--- src/rtl/bp_dma_column_arbiter_if.sv ---
// Bundle of the per-column request side and the merged DMA link side of
// the column arbiter. The arbiter uses the slave view, the environment
// feeding and draining it uses the master view.
interface bp_dma_column_arbiter_if #(
    parameter int num_cols_p   = 4,
    parameter int flit_width_p = 64
);
    localparam int gnt_width_lp = (num_cols_p > 1) ? $clog2(num_cols_p) : 1;

    logic [num_cols_p-1:0]              v_i;
    logic [num_cols_p*flit_width_p-1:0] data_i;
    logic [num_cols_p-1:0]              ready_and_o;
    logic                               v_o;
    logic [flit_width_p-1:0]            data_o;
    logic                               ready_and_i;
    logic                               lock_o;
    logic [gnt_width_lp-1:0]            gnt_id_o;

    modport slave (
        input  v_i, data_i, ready_and_i,
        output ready_and_o, v_o, data_o, lock_o, gnt_id_o
    );

    modport master (
        output v_i, data_i, ready_and_i,
        input  ready_and_o, v_o, data_o, lock_o, gnt_id_o
    );
endinterface

--- src/rtl/bp_dma_column_arbiter.sv ---
// Round-robin wormhole arbiter merging per-column DMA flit streams onto a
// single DMA link. A column owns the link from its header flit until its
// last body flit; the data path is purely combinational.
module bp_dma_column_arbiter #(
    parameter int num_cols_p   = 4,
    parameter int flit_width_p = 64,
    parameter int len_width_p  = 4,
    parameter int len_lsb_p    = 8
) (
    input  logic                    clk_i,
    input  logic                    reset_n_i,
    bp_dma_column_arbiter_if.slave  link
);
    localparam int gnt_width_lp = (num_cols_p > 1) ? $clog2(num_cols_p) : 1;

    typedef enum logic [1:0] {
        IDLE = 2'd0,
        WAIT = 2'd1,
        BUSY = 2'd2
    } state_e;

    state_e                  state_q, state_d;
    logic [gnt_width_lp-1:0] rr_ptr_q, rr_ptr_d;
    logic [gnt_width_lp-1:0] gnt_q, gnt_d;
    logic [len_width_p-1:0]  cnt_q, cnt_d;

    logic [gnt_width_lp-1:0] sel_s;
    logic [gnt_width_lp-1:0] cur_s;
    logic                    any_v_s;
    logic                    v_s;
    logic                    hs_s;
    logic [flit_width_p-1:0] data_s;
    logic [len_width_p-1:0]  len_s;

    // Column index after col, wrapping the last column back to column 0.
    function automatic logic [gnt_width_lp-1:0] next_col(input logic [gnt_width_lp-1:0] col);
        if (col >= gnt_width_lp'(num_cols_p - 1)) begin
            next_col = {gnt_width_lp{1'b0}};
        end else begin
            next_col = col + gnt_width_lp'(1);
        end
    endfunction

    // Round-robin search: first valid column starting at the priority pointer.
    always_comb begin
        logic [gnt_width_lp-1:0] scan_v;
        logic                    found_v;
        sel_s   = rr_ptr_q;
        scan_v  = rr_ptr_q;
        found_v = 1'b0;
        for (int i = 0; i < num_cols_p; i++) begin
            if (!found_v && link.v_i[scan_v]) begin
                sel_s   = scan_v;
                found_v = 1'b1;
            end else begin
                sel_s   = sel_s;
            end
            scan_v = next_col(scan_v);
        end
    end

    // Output steering: the arbitration winner in IDLE, the locked column otherwise.
    always_comb begin
        any_v_s = |link.v_i;
        if (state_q == IDLE) begin
            cur_s = sel_s;
            v_s   = any_v_s;
        end else begin
            cur_s = gnt_q;
            v_s   = link.v_i[gnt_q];
        end
        data_s           = {flit_width_p{1'b0}};
        link.ready_and_o = {num_cols_p{1'b0}};
        for (int c = 0; c < num_cols_p; c++) begin
            if (cur_s == gnt_width_lp'(c)) begin
                data_s              = link.data_i[c*flit_width_p +: flit_width_p];
                link.ready_and_o[c] = link.ready_and_i & ((state_q != IDLE) | any_v_s);
            end else begin
                link.ready_and_o[c] = 1'b0;
            end
        end
        hs_s          = v_s & link.ready_and_i;
        len_s         = data_s[len_lsb_p +: len_width_p];
        link.v_o      = v_s;
        link.data_o   = data_s;
        link.lock_o   = (state_q != IDLE);
        link.gnt_id_o = cur_s;
    end

    // Next-state logic: header length decides single-flit release or wormhole lock.
    always_comb begin
        state_d  = state_q;
        rr_ptr_d = rr_ptr_q;
        gnt_d    = gnt_q;
        cnt_d    = cnt_q;
        case (state_q)
            IDLE: begin
                if (hs_s) begin
                    if (len_s == {len_width_p{1'b0}}) begin
                        rr_ptr_d = next_col(sel_s);
                    end else begin
                        state_d = BUSY;
                        gnt_d   = sel_s;
                        cnt_d   = len_s;
                    end
                end else if (any_v_s) begin
                    // Header stalled by the link: freeze it so nothing can displace it.
                    state_d = WAIT;
                    gnt_d   = sel_s;
                end else begin
                    state_d = IDLE;
                end
            end
            WAIT: begin
                if (hs_s) begin
                    if (len_s == {len_width_p{1'b0}}) begin
                        state_d  = IDLE;
                        rr_ptr_d = next_col(gnt_q);
                    end else begin
                        state_d = BUSY;
                        cnt_d   = len_s;
                    end
                end else begin
                    state_d = WAIT;
                end
            end
            BUSY: begin
                if (hs_s) begin
                    cnt_d = cnt_q - len_width_p'(1);
                    if (cnt_q == len_width_p'(1)) begin
                        state_d  = IDLE;
                        rr_ptr_d = next_col(gnt_q);
                    end else begin
                        state_d = BUSY;
                    end
                end else begin
                    state_d = BUSY;
                end
            end
            default: begin
                state_d = IDLE;
            end
        endcase
    end

    // State registers with asynchronous active-low reset.
    always_ff @(posedge clk_i or negedge reset_n_i) begin
        if (!reset_n_i) begin
            state_q  <= IDLE;
            rr_ptr_q <= {gnt_width_lp{1'b0}};
            gnt_q    <= {gnt_width_lp{1'b0}};
            cnt_q    <= {len_width_p{1'b0}};
        end else begin
            state_q  <= state_d;
            rr_ptr_q <= rr_ptr_d;
            gnt_q    <= gnt_d;
            cnt_q    <= cnt_d;
        end
    end
endmodule
--- src/flat_wrapper.sv ---
// flat-port wrapper written by rule: the top's interface ports become plain ports
module bp_dma_column_arbiter_flat 
#(
    parameter int num_cols_p   = 4,
    parameter int flit_width_p = 64,
    parameter int len_width_p  = 4,
    parameter int len_lsb_p    = 8
)
  (clk_i, reset_n_i, link_v_i, link_data_i, link_ready_and_i, link_ready_and_o, link_v_o, link_data_o, link_lock_o, link_gnt_id_o);
  bp_dma_column_arbiter_if #(.num_cols_p(num_cols_p), .flit_width_p(flit_width_p)) link_i ();
  input  logic clk_i;
  input  logic reset_n_i;
  input wire logic [$bits(link_i.v_i)-1:0] link_v_i;
  input wire logic [$bits(link_i.data_i)-1:0] link_data_i;
  input wire logic [$bits(link_i.ready_and_i)-1:0] link_ready_and_i;
  output wire logic [$bits(link_i.ready_and_o)-1:0] link_ready_and_o;
  output wire logic [$bits(link_i.v_o)-1:0] link_v_o;
  output wire logic [$bits(link_i.data_o)-1:0] link_data_o;
  output wire logic [$bits(link_i.lock_o)-1:0] link_lock_o;
  output wire logic [$bits(link_i.gnt_id_o)-1:0] link_gnt_id_o;
  assign link_i.v_i = link_v_i;
  assign link_i.data_i = link_data_i;
  assign link_i.ready_and_i = link_ready_and_i;
  assign link_ready_and_o = link_i.ready_and_o;
  assign link_v_o = link_i.v_o;
  assign link_data_o = link_i.data_o;
  assign link_lock_o = link_i.lock_o;
  assign link_gnt_id_o = link_i.gnt_id_o;
  bp_dma_column_arbiter #(.num_cols_p(num_cols_p), .flit_width_p(flit_width_p), .len_width_p(len_width_p), .len_lsb_p(len_lsb_p)) u_core (.clk_i(clk_i), .reset_n_i(reset_n_i), .link(link_i));
endmodule
--- config.mk ---
export PLATFORM = sky130hd
export DESIGN_NAME = bp_dma_column_arbiter_flat
export DESIGN_NICKNAME = d
export VERILOG_FILES = /design/src/rtl/bp_dma_column_arbiter_if.sv /design/src/rtl/bp_dma_column_arbiter.sv /design/src/flat_wrapper.sv
export SDC_FILE = /design/constraint.sdc
export NUM_CORES = 1
export LEC_CHECK = 0
export ABC_AREA = 1
export BUFFER_PORTS_ARGS = -buffer_cell sky130_fd_sc_hd__buf_2
export CORE_AREA = 2 2 132 134
export CTS_BUF_LIST = sky130_fd_sc_hd__clkbuf_4 sky130_fd_sc_hd__clkbuf_8
export DETAILED_ROUTE_END_ITERATION = 10
export DIE_AREA = 0 0 134 136
export PLACE_DENSITY = 0.51
export RECOVER_POWER = 25
export REMOVE_ABC_BUFFERS = 1
export SYNTH_ARGS = -nofsm -noshare
export SYNTH_HDL_FRONTEND = slang
export SYNTH_SLANG_ARGS = --single-unit
--- constraint.sdc ---
create_clock -name clk_i -period 3.31 [get_ports clk_i]
set_input_delay 0.4965 -clock clk_i [delete_from_list [all_inputs] [get_ports clk_i]]
set_output_delay 0.4965 -clock clk_i [all_outputs]
set_load 0.01 [all_outputs]
* Yosys cells after proc, flatten, opt, wreduce, memory -nomap -nowiden
Cells that the tools add are included.
** Word-level totals
- Register bits after elaboration :: 10
- Bits of input ports :: 263
- Output and inout bits :: 72
- Logic and storage cells :: 110
** Operators by class
- Add/subtract/negate cells :: 6
- Order comparisons :: 10
- Eq/ne operators :: 16
- Mux-type cells :: 53
- Bitwise operators :: 3
- Reduce and logical (&&, ||, !) cells :: 18
** Operators by type and width (number)
- 64-bit two-way mux :: 4
- 2-bit two-way mux :: 24
- 2-bit by 3-bit less-than comparator with 1-bit output (second input constant) :: 5
- 1-bit two-way mux :: 14
- 4-bit two-way mux :: 3
- 2-bit by 1-bit inequality test with 1-bit output (second input constant) :: 6
- 2-bit case mux with 3 select lines :: 2
- 2-bit by 1-bit adder with 2-bit output (second input constant) :: 5
- 1-bit binary-select mux with 2-bit select :: 5
- 2-bit >= comparator (second input constant) :: 5
- 4-bit case mux with 2 select lines :: 1
- 7-bit AND reduction :: 1
- 2-bit equality test (second input constant) :: 3
- 2-bit inequality test (second input constant) :: 3
- 2-bit nonzero test :: 3
- 2-bit by 1-bit equality test with 1-bit output (second input constant) :: 2
- 4-bit by 1-bit equality test with 1-bit output (second input constant) :: 1
- 2-bit logical NOT :: 2
- 4-bit logical NOT :: 1
- 4-bit AND reduction :: 1
- 4-bit OR reduction :: 1
- 4-bit by 1-bit subtractor with 4-bit output (second input constant) :: 1
- 1-bit logical AND :: 3
- 1-bit logical NOT :: 3
- 6 further kinds :: 7

* Depth between registers and ports, before layout
Gate-level depths: netlist of the first run.
- Depth after elaboration :: 22
- Gate-level depth with buffers :: 25
- Mapped depth without buffers :: 25

* Worst setup path before layout of the first run
Ideal clock, no wire load.
- Path type :: flip-flop to output port
- Start :: reg u_core.rr_ptr_q[0]
- End :: out link_data_o[15]
- Data arrival time :: 2.561 ns
- Required time :: 2.813 ns
- Path slack :: 0.253 ns
- Stages on the path, launching flop included :: 17
- Buffers on the path :: 2
- Cells stage by stage :: dfrtp_1 -> ha_1 -> inv_1 -> nand3_1 -> nand2_1 -> nand2_2 -> inv_1 -> nand3_2 -> nand2_1 -> nand2_2 -> nand3_2 -> nand2_2 -> buf_6 -> nor2_1 -> clkbuf_1 -> nand2_1 -> nand4_1
** On the way
- Longest elaborated chain between the ends :: 18
- Elaborated cells on any way between the ends :: 38
- Those cells by class :: add/sub: 3; order compare: 3; eq/ne: 3; mux: 22; reduce/logical: 7
** RTL lines
- start, declared :: line bp_dma_column_arbiter.sv:23 : logic [gnt_width_lp-1:0] rr_ptr_q, rr_ptr_d;
- start signal, assigned :: line bp_dma_column_arbiter.sv:150 : rr_ptr_q <= {gnt_width_lp{1'b0}};
- start signal, assigned :: line bp_dma_column_arbiter.sv:155 : rr_ptr_q <= rr_ptr_d;
- branches (longest 11 deep; another with 2-bit by 1-bit adder with 2-bit output)
- 2-bit two-way mux * :: line bp_dma_column_arbiter.sv:52 : if (!found_v && link.v_i[scan_v]) begin
- 2-bit two-way mux * :: line bp_dma_column_arbiter.sv:65 : if (state_q == IDLE) begin
- net link_gnt_id_o[0] :: line flat_wrapper.sv:20 : output wire logic [$bits(link_i.gnt_id_o)-1:0] link_gnt_id_o;
- 2-bit logical NOT :: line bp_dma_column_arbiter.sv:75 : if (cur_s == gnt_width_lp'(c)) begin
- 64-bit two-way mux (3 in series) :: line bp_dma_column_arbiter.sv:75
- 64-bit two-way mux * :: line bp_dma_column_arbiter.sv:75
- end, declared :: line flat_wrapper.sv:18 : output wire logic [$bits(link_i.data_o)-1:0] link_data_o;
Mark *: on every way through the listed nets, which the timed path passes. The select of a mux whose other input is x is not followed.

* Worst setup path in the final report of the first run
- Start :: reg u_core.rr_ptr_q[1]
- End :: out link_data_o[52]
** On the way
- Longest elaborated chain between the ends :: 18
- Elaborated cells on any way between the ends :: 38
- Those cells by class :: add/sub: 3; order compare: 3; eq/ne: 3; mux: 22; reduce/logical: 7
** RTL lines (line)
- branches (longest 11 deep; another with 2-bit by 1-bit adder with 2-bit output)
- 2-bit two-way mux * :: bp_dma_column_arbiter.sv:52
- 2-bit two-way mux * :: bp_dma_column_arbiter.sv:65
- 2-bit logical NOT :: bp_dma_column_arbiter.sv:75
- 64-bit two-way mux (3 in series) :: bp_dma_column_arbiter.sv:75
- 64-bit two-way mux * :: bp_dma_column_arbiter.sv:75
Mark *: on every way between the ends. The select of a mux whose other input is x is not followed.

==> results of run 1 <==
-- worst register-to-register path, stage by stage (launching register included) --
cell	delay, ns
sky130_fd_sc_hd__dfrtp_2	0.42
sky130_fd_sc_hd__ha_4	0.31
sky130_fd_sc_hd__clkinvlp_4	0.14
sky130_fd_sc_hd__nand2_1	0.09
sky130_fd_sc_hd__nand2_1	0.05
sky130_fd_sc_hd__nand2_1	0.06
sky130_fd_sc_hd__nand2_2	0.09
sky130_fd_sc_hd__inv_2	0.09
sky130_fd_sc_hd__nand3_4	0.09
sky130_fd_sc_hd__nand2_2	0.10
sky130_fd_sc_hd__nand2_4	0.07
sky130_fd_sc_hd__nand3_4	0.09
sky130_fd_sc_hd__nand2_8	0.08
sky130_fd_sc_hd__buf_4	0.18
sky130_fd_sc_hd__nand3_2	0.07
sky130_fd_sc_hd__nand3_1	0.10
sky130_fd_sc_hd__nor2_2	0.16
sky130_fd_sc_hd__buf_4	0.13
sky130_fd_sc_hd__nand2_2	0.06
sky130_fd_sc_hd__nor2_4	0.13
sky130_fd_sc_hd__nand2_2	0.09
sky130_fd_sc_hd__nand3_1	0.12
sky130_fd_sc_hd__nand2_1	0.08
sky130_fd_sc_hd__o21ai_0	0.10
-- cell type report --
type	instances	area [µm²]
well taps	225	282
clock buffers	3	41.3
inverters	32	131
repair buffers	375	2340
diodes	3	7.51
fillers	1916	11400
flip-flops and latches	10	251
multi-input cells	481	2460
-- where the power goes --
part / internal (mW) / switching (mW)
sequential: 0.191 / 0.0651
combinational: 4.18 / 5.53
clock: 0.0803 / 0.0543
-- worst max-delay path by stage --
| stage | startpoint | end | slack [ns] | cells after the start |
|---|---|---|---|---|
| finish | u_core.rr_ptr_q[1] | link_data_o[52] | 0.08 | 18 |
| global route | u_core.rr_ptr_q[0] | link_data_o[38] | -0.07 | 18 |
| CTS | u_core.rr_ptr_q[1] | link_data_o[13] | 0.008 | 18 |
| detailed placement | u_core.rr_ptr_q[1] | link_data_o[52] | 0.16 | 17 |
| global placement | u_core.rr_ptr_q[1] | link_data_o[52] | 0.17 | 18 |
| floorplan | u_core.rr_ptr_q[0] | link_data_o[15] | -1.12 | 14 |
-- layout by cell type (no fill, tap or decap), drive strengths merged --
master    count
a221o         1
clkinvlp      1
inv          30
nand4        62
clkbuf       14
nor3          5
o21ai        17
xor2          3
nand2       321
o22ai         2
ha            8
dfrtp        10
diode         3
a21oi         3
a31oi         2
nor2         15
buf         364
clkinv        1
nand3        37
nor4          1
and2          1
or2           3
-- repair_timing --
| item | in CTS | in global routing |
|---|---|---|
| endpoints found under the setup margin | 64 | 65 |
| pin swaps | 2 | 19 |
| gates cloned | 2 | 12 |
| buffers inserted | 6 | 8 |
| gates resized for setup | 4 | 46 |
-- synthesized netlist by cell type (all sizes together), types with 3 or more instances --
cell,instances
nand2,321
nand4,62
nand3,37
inv,31
clkbuf,24
o21ai,17
nor2,15
dfrtp,10
ha,8
nor3,5
a21oi,3
or2,3
xor2,3
-- metal layers --
metal  routed length, µm  vias up  part of all wire
li1                    -     2511                 -
met5                  13        -           0.00068
met2                9050      237              0.47
met4                 363        2             0.019
met3                1680       21             0.088
met1                8030     2250              0.42
-- registers in the layout (all words and copies together) (netlist names) --
register         flops
u_core.cnt_q         4
u_core.gnt_q         2
u_core.rr_ptr_q      2
u_core.state_q       2
-- logic make-up after synthesis --
| logic type | Yosys count |
|---|---|
| AO/OA/AOI/OAI | 25 |
| buffers and inverters | 58 |
| flip-flops | 10 |
| XOR/XNOR | 3 |
| AND/OR/NAND/NOR | 445 |
| adder cells (fa/ha/maj) | 8 |
-- stage by stage --
step	util	total power [mW]	setup WS, ns	TNS (ns)
6_report	0.327	10.1	0.0788	0
5_1_grt	0.327	10.9	-0.0698	-2.26
4_1_cts	0.297	8.51	0.00790	0
3_5_place_dp	0.286	7.81	0.156	0
3_3_place_gp	0.286	7.81	0.171	0
2_1_floorplan	-	4.24	-1.12	-66.77
==> results.txt, run 1 <==
The flow ran to the end, and the final reports show no timing, DRC or antenna violations. The distinct cell type count after synthesis is 30, and the cell count of the worst reg-to-reg path is 23. The number of failing setup endpoints in the final timing report was 0.

The first global-routing pass estimated 25.4 mm of wire. The final number of hold-violating endpoints is 0. met2 is the most crowded layer. In this run the register-to-register setup slack is 0.31 ns. Post-placement cell count: 1095. The run gives 0.178 as the overall routing resource usage. The pre-antenna-repair detailed-routing pass consisted of 5 iterations. By area the synthesized netlist is led by sky130_fd_sc_hd__nand2_1, sky130_fd_sc_hd__nand4_1, sky130_fd_sc_hd__dfrtp_1. The fraction of layout cells with a size suffix above 1 is 0.492, and the fraction of synthesized cell area taken by the top area cell type is 0.415. In this run the tool buffered the top-level ports with 334 buffer cells. The area fraction in compound gates after synthesis is 0.0504.

The synthesized netlist occupies a cell area of 2760 µm². The cell area after layout was 5510 µm²; the total die area was 18200 µm². Setup repair after global routing could not meet its margin everywhere.

The mux cell area share after synthesis is 0. The met3 layer usage reported by global route was 0.0403. The area growth from synthesis to final layout is 99.9%, and the initial antenna violation count is 4. In this run the clock root is driven by a sky130_fd_sc_hd__clkbuf_8.

After clock tree synthesis, the clock-pin slew on the worst setup and hold paths is 0.05 ns. In this run, synthesis produced a sequential element count of 10. The area share of xor/xnor cells in the synthesized design works out to 0.00953. The tool flagged a number of max-cap violations equal to 0. The first-iteration detailed-routing DRC count is 299.

In the routed design, unresolved DRC markers number 0. The wire length per cell came out at 16.9 µm. For this run, the top clock speed supported by timing is 0.309 GHz.

The worst ir drop on vdd was 0.596 mV; the share of the yosys chip area belonging to registers was 0.0907. The tightest min-delay check is of the in2async type. The run gives 549 as the cell count after synthesis. The largest net degree at the start of global routing is 37, and the number of vias after detailed routing is 5021.

Data on the critical path is required at its endpoint by 2.81 ns. In this run the static leakage power is 2.97 nW. The clock net in this run drives a total of 10 sinks. Final count of pins violating max slew: 0. Pin placement for this block handled 335 I/O pins. Final hold analysis gives a worst-case slack of 0.271 ns. During synthesis, Yosys emitted a total of 0 warnings.

The number of rows created at floorplan is 48, and the half-perimeter wire length of the detailed placement result is 14.5 mm. The number of synthesized flops with an enable pin is 0. The clock period minus worst slack is 3.23 ns.

The average size of a mapped cell works out to 5.02 µm². For the total wire length after detailed routing, the log shows 19.1 mm. Clock tree synthesis inserted a total of 3 buffers. Among the stages of the critical path, the cell type that occurs most often is sky130_fd_sc_hd__nand2_1.

The fraction of the cycle the final worst path needs came out at 0.976. Of all nets on the critical path, the largest fanout is 9. The net count of the finished layout is 1174.

The async set-or-reset flop fraction in the synthesized netlist came out at 1.00. Together, buffers and inverters on the worst path number 5. The final antenna-violating net count was 0; the adder-cell share of the synthesized area was 0.0363. The critical path is of the reg2out type.

After synthesis, the largest family of logic cells by area is simple AND/OR/NAND/NOR gates. The highest cell delay on the worst timing path was 0.42 ns. Critical register-to-register path endpoint: u_core.gnt_q[0]. Among all flip-flop cells after synthesis, the most frequent one is sky130_fd_sc_hd__dfrtp_1. In this run the standard cell core region covers 16900 µm².

The met2 routing resource usage after global routing is 0.298. The logs give 1 for the number of levels the H-tree was split into and 0.540 for the worst relative slew slack. The simple logic cell fraction of the synthesized area came out at 0.731.

The kind of cell adding the most delay to the critical path is simple AND/OR/NAND/NOR gates. STA puts the critical path data arrival time at 2.73 ns. TritonCTS built the clock tree.

STA classifies the critical path endpoint as an output port. Among all stages on the critical path, the largest delay is contributed by sky130_fd_sc_hd__dfrtp_2. Of all cell types, the one taking the most synthesized area is sky130_fd_sc_hd__nand2_1. Clock skew on the completed layout was measured at 0.000654 ns. For this design, the CTS-stage hold fixing added 0 buffers.

The slew at the pin with the worst max-slew slack is 0.691 ns, and the clock latency on the worst-skew pair is 0.24 ns. The congestion estimate from routability-driven global placement came to 0.959. The startpoint of the worst register-to-register path is u_core.rr_ptr_q[1]. Summing all placed instances gives a cell area of 4820 µm². The effective utilization at floorplan is 0.163. The width of the die was 134 µm; the final instance count without filler cells was 1129. Dividing total power by cell area gives a power density of 1830 nW/µm². The signal on the critical path passes through ha_4, clkinvlp_4, nand2_1, nand2_1, nand2_1, nand2_2, inv_2, nand3_4, nand3_2, nand2_4, nand2_4, nand2_8, nor2_4, buf_12, clkbuf_16, nand2_2, nand4_1, buf_2. The longest clock path from root to sink contains 2 buffers.

STA classifies the critical path startpoint as a flip-flop. Dividing the detail-routed via count by the number of cells gives 4.45. For the overall overflow remaining after global route, the log shows 0. The run gives 4568 as the via count of the first global-routing pass. From bottom edge to top edge, the die measures 136 µm. The tools report the met1 usage as 0.233.
No activity file was read; power rests on OpenSTA's default activity.
==> inputs of run 2 (changes only) <==
--- a/config.mk
+++ b/config.mk
@@ -5,13 +5,12 @@
 export SDC_FILE = /design/constraint.sdc
 export NUM_CORES = 1
 export LEC_CHECK = 0
-export ABC_AREA = 1
 export BUFFER_PORTS_ARGS = -buffer_cell sky130_fd_sc_hd__buf_2
-export CORE_AREA = 2 2 132 134
+export CORE_AREA = 2 2 130 132
 export CTS_BUF_LIST = sky130_fd_sc_hd__clkbuf_4 sky130_fd_sc_hd__clkbuf_8
 export DETAILED_ROUTE_END_ITERATION = 10
-export DIE_AREA = 0 0 134 136
-export PLACE_DENSITY = 0.51
+export DIE_AREA = 0 0 132 134
+export PLACE_DENSITY = 0.53
 export RECOVER_POWER = 25
 export REMOVE_ABC_BUFFERS = 1
 export SYNTH_ARGS = -nofsm -noshare
==> results.txt, run 2 <==
For the final weighted congestion in routability-driven placement, the log shows 0.951 (-0.84%). The width of the die was 132 µm (-1.5%); the residual DRC count was 0 (unchanged). Compared with the post-synthesis result, the final layout area differs by 111%. The number of rows created at floorplan came out at 47 (-2.1%).

The worst setup path is of the reg2out kind. The post-placement worst setup slack was -0.166 ns (-0.322 ns). The run gives 2.92 nW (-1.8%) as the static leakage power.

Traced cell by cell, the critical path runs through ha_2, or2_4, buf_6, mux2_4, or4_4, a21oi_4, nor2_4, buf_12, clkinv_8, buf_16, mux4_2, buf_6. The post-placement cell count came out at 836 (-24%). The run gives 0 (unchanged) as the overall overflow remaining after global route. The count of boundary I/O pins is 335 (unchanged). The final antenna-violating net count was 0 (unchanged); the number of synthesized flops with an enable pin was 0 (unchanged). Yosys attributes the largest share of cell area to sky130_fd_sc_hd__mux4_2, sky130_fd_sc_hd__dfrtp_1, sky130_fd_sc_hd__ha_1. More flip-flops sit in one register than any other, and that register is u_core.cnt_q. The flip-flop count of the largest register, all copies and words added was 4 (unchanged). For the half-perimeter wire length of the detailed placement result, the log shows 15.0 mm (+3.5%). The flow ran to the end, but the final reports show violations.

The run gives 0.547 mV (-8.2%) as the worst ir drop on vdd. Leaving out fill and tap cells, the most frequent cells in the layout are sky130_fd_sc_hd__buf_2, sky130_fd_sc_hd__mux4_2, sky130_fd_sc_hd__buf_4. In the synthesized netlist the dominant register cell turns out to be sky130_fd_sc_hd__dfrtp_1.

Total wire length after detailed routing: 18.7 mm (-2.4%). The most common cell after layout, fill and taps aside was sky130_fd_sc_hd__buf_2. The commonest cells after synthesis are sky130_fd_sc_hd__mux4_2, sky130_fd_sc_hd__nor2_1, sky130_fd_sc_hd__nand2_1, sky130_fd_sc_hd__a21oi_1, sky130_fd_sc_hd__buf_2.

The checks that failed: setup timing. Cell count of the worst reg-to-reg path: 13 (-43%). The tools report the number of vias after detailed routing as 4191 (-17%).

The tools report the nature of the critical path startpoint as a flip-flop. The die height is 134 µm (-1.5%). The logs give 2 (unchanged) for the maximum number of buffers from clock root to sink and 69 (+69) for the number of failing setup endpoints in the final timing report. Final net count: 922 (-21%). The tree is rooted in a sky130_fd_sc_hd__clkbuf_8. The largest fanout on the critical path is 8 (-1). Most frequent cell after synthesis: sky130_fd_sc_hd__mux4_2.

The run gives 3.08 ns (+0.35 ns) as the arrival time at the worst endpoint. The final number of hold-violating endpoints is 0 (unchanged). In this run the worst setup path begins at u_core.rr_ptr_q[0].

The first-iteration detailed-routing DRC count came out at 266 (-11%). The clock period minus worst slack was 3.57 ns (+0.341 ns); the max capacitance violation total was 0 (unchanged). Startpoint of the worst register-to-register path: u_core.rr_ptr_q[0].

Number of iterations in the first detailed-routing pass: 4 (-1). Number of port buffers: 334 (unchanged). The fraction of layout cells with a size suffix above 1 is 0.797 (+0.305). The distinct cell type count after synthesis is 59 (+97%), and the worst relative slew slack is 0.597 (+0.0569). For the met1 usage, the log shows 0.248 (+0.0160). The wire length of the first global-routing pass was 25.7 mm (+1.1%). TritonCTS built the clock tree. Setup repair after global routing could not meet its margin everywhere. The met3 layer usage reported by global route came out at 0.0525 (+0.0123). The critical register-to-register path endpoint is u_core.rr_ptr_q[0].

The total power per unit cell area was 1480 nW/µm² (-19%); the wire length per cell was 21.4 µm (+27%). The async set-or-reset flop fraction in the synthesized netlist was 1.00 (unchanged). Combined area of all synthesized cells: 2910 µm² (+5.4%).

The slew at the pin with the worst max-slew slack is 0.605 ns (-0.0854 ns). The CTS buffer count was 3 (unchanged). Register bit count reported by yosys: 10 (unchanged).

The average size of a mapped cell came out at 11.1 µm² (+120%). The met2 routing resource usage after global routing came out at 0.321 (+0.0226). The logs give 1 (unchanged) for the number of levels the H-tree was split into and -0.01 ns (-0.32 ns) for the worst reg-to-reg setup slack. The fraction of the cycle the final worst path needs works out to 1.08 (+0.103). The count of warnings emitted by yosys came out at 0 (unchanged). The tools report the worst clock skew on the final layout as 0.00319 ns (+0.00254 ns). The logs give 17700 µm² (-2.9%) for the total die area and 0 (unchanged) for the final count of pins violating max slew.

The fraction of synthesized cell area taken by the top area cell type came out at 0.488 (+0.0728). The clock-pin slew reported for the worst setup and hold paths after clock tree synthesis was 0.05 ns (about the same); the final instance count without filler cells was 871 (-23%). Number of filler instances in the final layout: 1646 (-14%). The initial antenna violation count is 7 (+3), and the overall routing resource usage is 0.190 (+0.0123). The total clock sinks is 10 (unchanged). The cell count after synthesis came out at 261 (-52%).

The effective utilization at floorplan is 0.179 (+0.0151). The via count of the first global-routing pass was 4080 (-11%). The share of the yosys chip area belonging to registers is 0.0861 (-0.00469). For the largest net degree at the start of global routing, the log shows 17 (-54%). The via-per-instance ratio was 4.81 (+8.2%).

STA classifies the critical path endpoint as an output port. The data required time of the critical path came out at 2.81 ns (about the same). Cell with the biggest individual delay on the critical path: sky130_fd_sc_hd__or4_4. The most used routing layer in global routing was met2.

The most numerous cell type found on the critical path is sky130_fd_sc_hd__buf_6. The tools report the hold buffer count at cts as 0 (unchanged). The path class of the lowest-slack min-delay path was in2async. Cell taking the most area after synthesis: sky130_fd_sc_hd__mux4_2. The logs give -0.262 ns (-0.341 ns) for the setup slack after layout and 16300 µm² (-3.5%) for the core box area. The highest clock frequency the design can meet was 0.280 GHz (-9.5%); the clock latency on the worst-skew pair was 0.24 ns (about the same).

The highest cell delay on the worst timing path is 0.51 ns (+0.09 ns).
-- run 2: cell types whose count changed in the layout (fill, tap and decap cells not counted), moves of 8 or more --
cell,change
sky130_fd_sc_hd__o21ai_0,-8
sky130_fd_sc_hd__a21oi_1,+9
sky130_fd_sc_hd__nand2_1,-270
sky130_fd_sc_hd__mux4_2,+63
sky130_fd_sc_hd__inv_1,-15
sky130_fd_sc_hd__buf_6,+39
sky130_fd_sc_hd__nand3_1,-25
sky130_fd_sc_hd__buf_4,+33
sky130_fd_sc_hd__nand2_2,-28
sky130_fd_sc_hd__buf_2,-37
sky130_fd_sc_hd__nor2_1,+14
sky130_fd_sc_hd__nand4_1,-62
-- run 2: layout make-up --
cell class	count	area [µm²]	share of cell area
Clock buffer	3	41.3	0.00673
Multi-Input combinational cell	214	2660	0.434
Inverter	11	58.8	0.00958
Sequential cell	10	250	0.0408
Tap cell	220	275	0.0448
Timing Repair inverter	2	27.5	0.00448
Antenna cell	2	5.00	0.000815
Timing Repair Buffer	409	2820	0.459
-- run 2: logic make-up after synthesis --
logic type | count (synthesis) | share of synthesized area
muxes | 77 | 0.540
and+or+nand+nor | 68 | 0.117
AOI/OAI and AO/OA | 60 | 0.153
buffers and inverters | 37 | 0.0667
DFF | 10 | 0.0861
adders and majority gates | 8 | 0.0344
xor gates and xnor gates | 1 | 0.00301
-- run 2: worst max path at each step --
stage,to,slack (ns),cells after the start
floorplan,u_core.rr_ptr_q[0],-0.88,12
CTS,link_data_o[52],-0.28,11
detailed placement,link_data_o[2],-0.17,10
global placement,link_data_o[11],-0.18,12
finish,link_data_o[28],-0.26,12
global route,link_data_o[9],-0.36,13
-- run 2: routing by layer --
layer  share of wire  vias up
met1            0.41     2056
met3           0.081       27
met5          0.0036        -
li1                -     1872
met2            0.49      226
met4           0.013       10
-- run 2: what timing repair did --
action                                  in CTS  in global routing
endpoints found under the setup margin      73                 80
pin swaps                                    7                 10
buffers inserted                            10                 11
resized for setup                           51                 52
cloned                                       8                  6
-- run 2: worst max-delay path: cells and delay by family (launching register included) --
family	cells	cell delay (ns)
fa+ha+maj	1	0.19
compound gates	1	0.19
flops	1	0.38
simple gates	3	0.83
buf+inv	5	0.64
mux	2	0.61
-- run 2: report_power, final --
group	switching [mW]	total, mW	leakage (nW)	internal, mW
clock network	0.0514	0.131	0.0216	0.0800
registers	0.0754	0.267	0.118	0.192
logic	3.74	8.69	2.78	4.95
-- run 2: through the flow --
| stage | setup TNS (ns) | util | total power, mW | area, µm² | hold WS (ns) |
|---|---|---|---|---|---|
| 3_3_place_gp | -8.50 | 0.315 | 6.39 | 5130 | 0.375 |
| 5_1_grt | -22.03 | 0.377 | 9.61 | 6140 | 0.284 |
| 6_report | -14.27 | 0.377 | 9.09 | 6140 | 0.235 |
| 3_5_place_dp | -7.85 | 0.315 | 6.39 | 5130 | 0.380 |
| 2_1_floorplan | -58.24 | - | 4.00 | 2760 | 0.201 |
| 4_1_cts | -16.67 | 0.353 | 8.11 | 5750 | 0.118 |
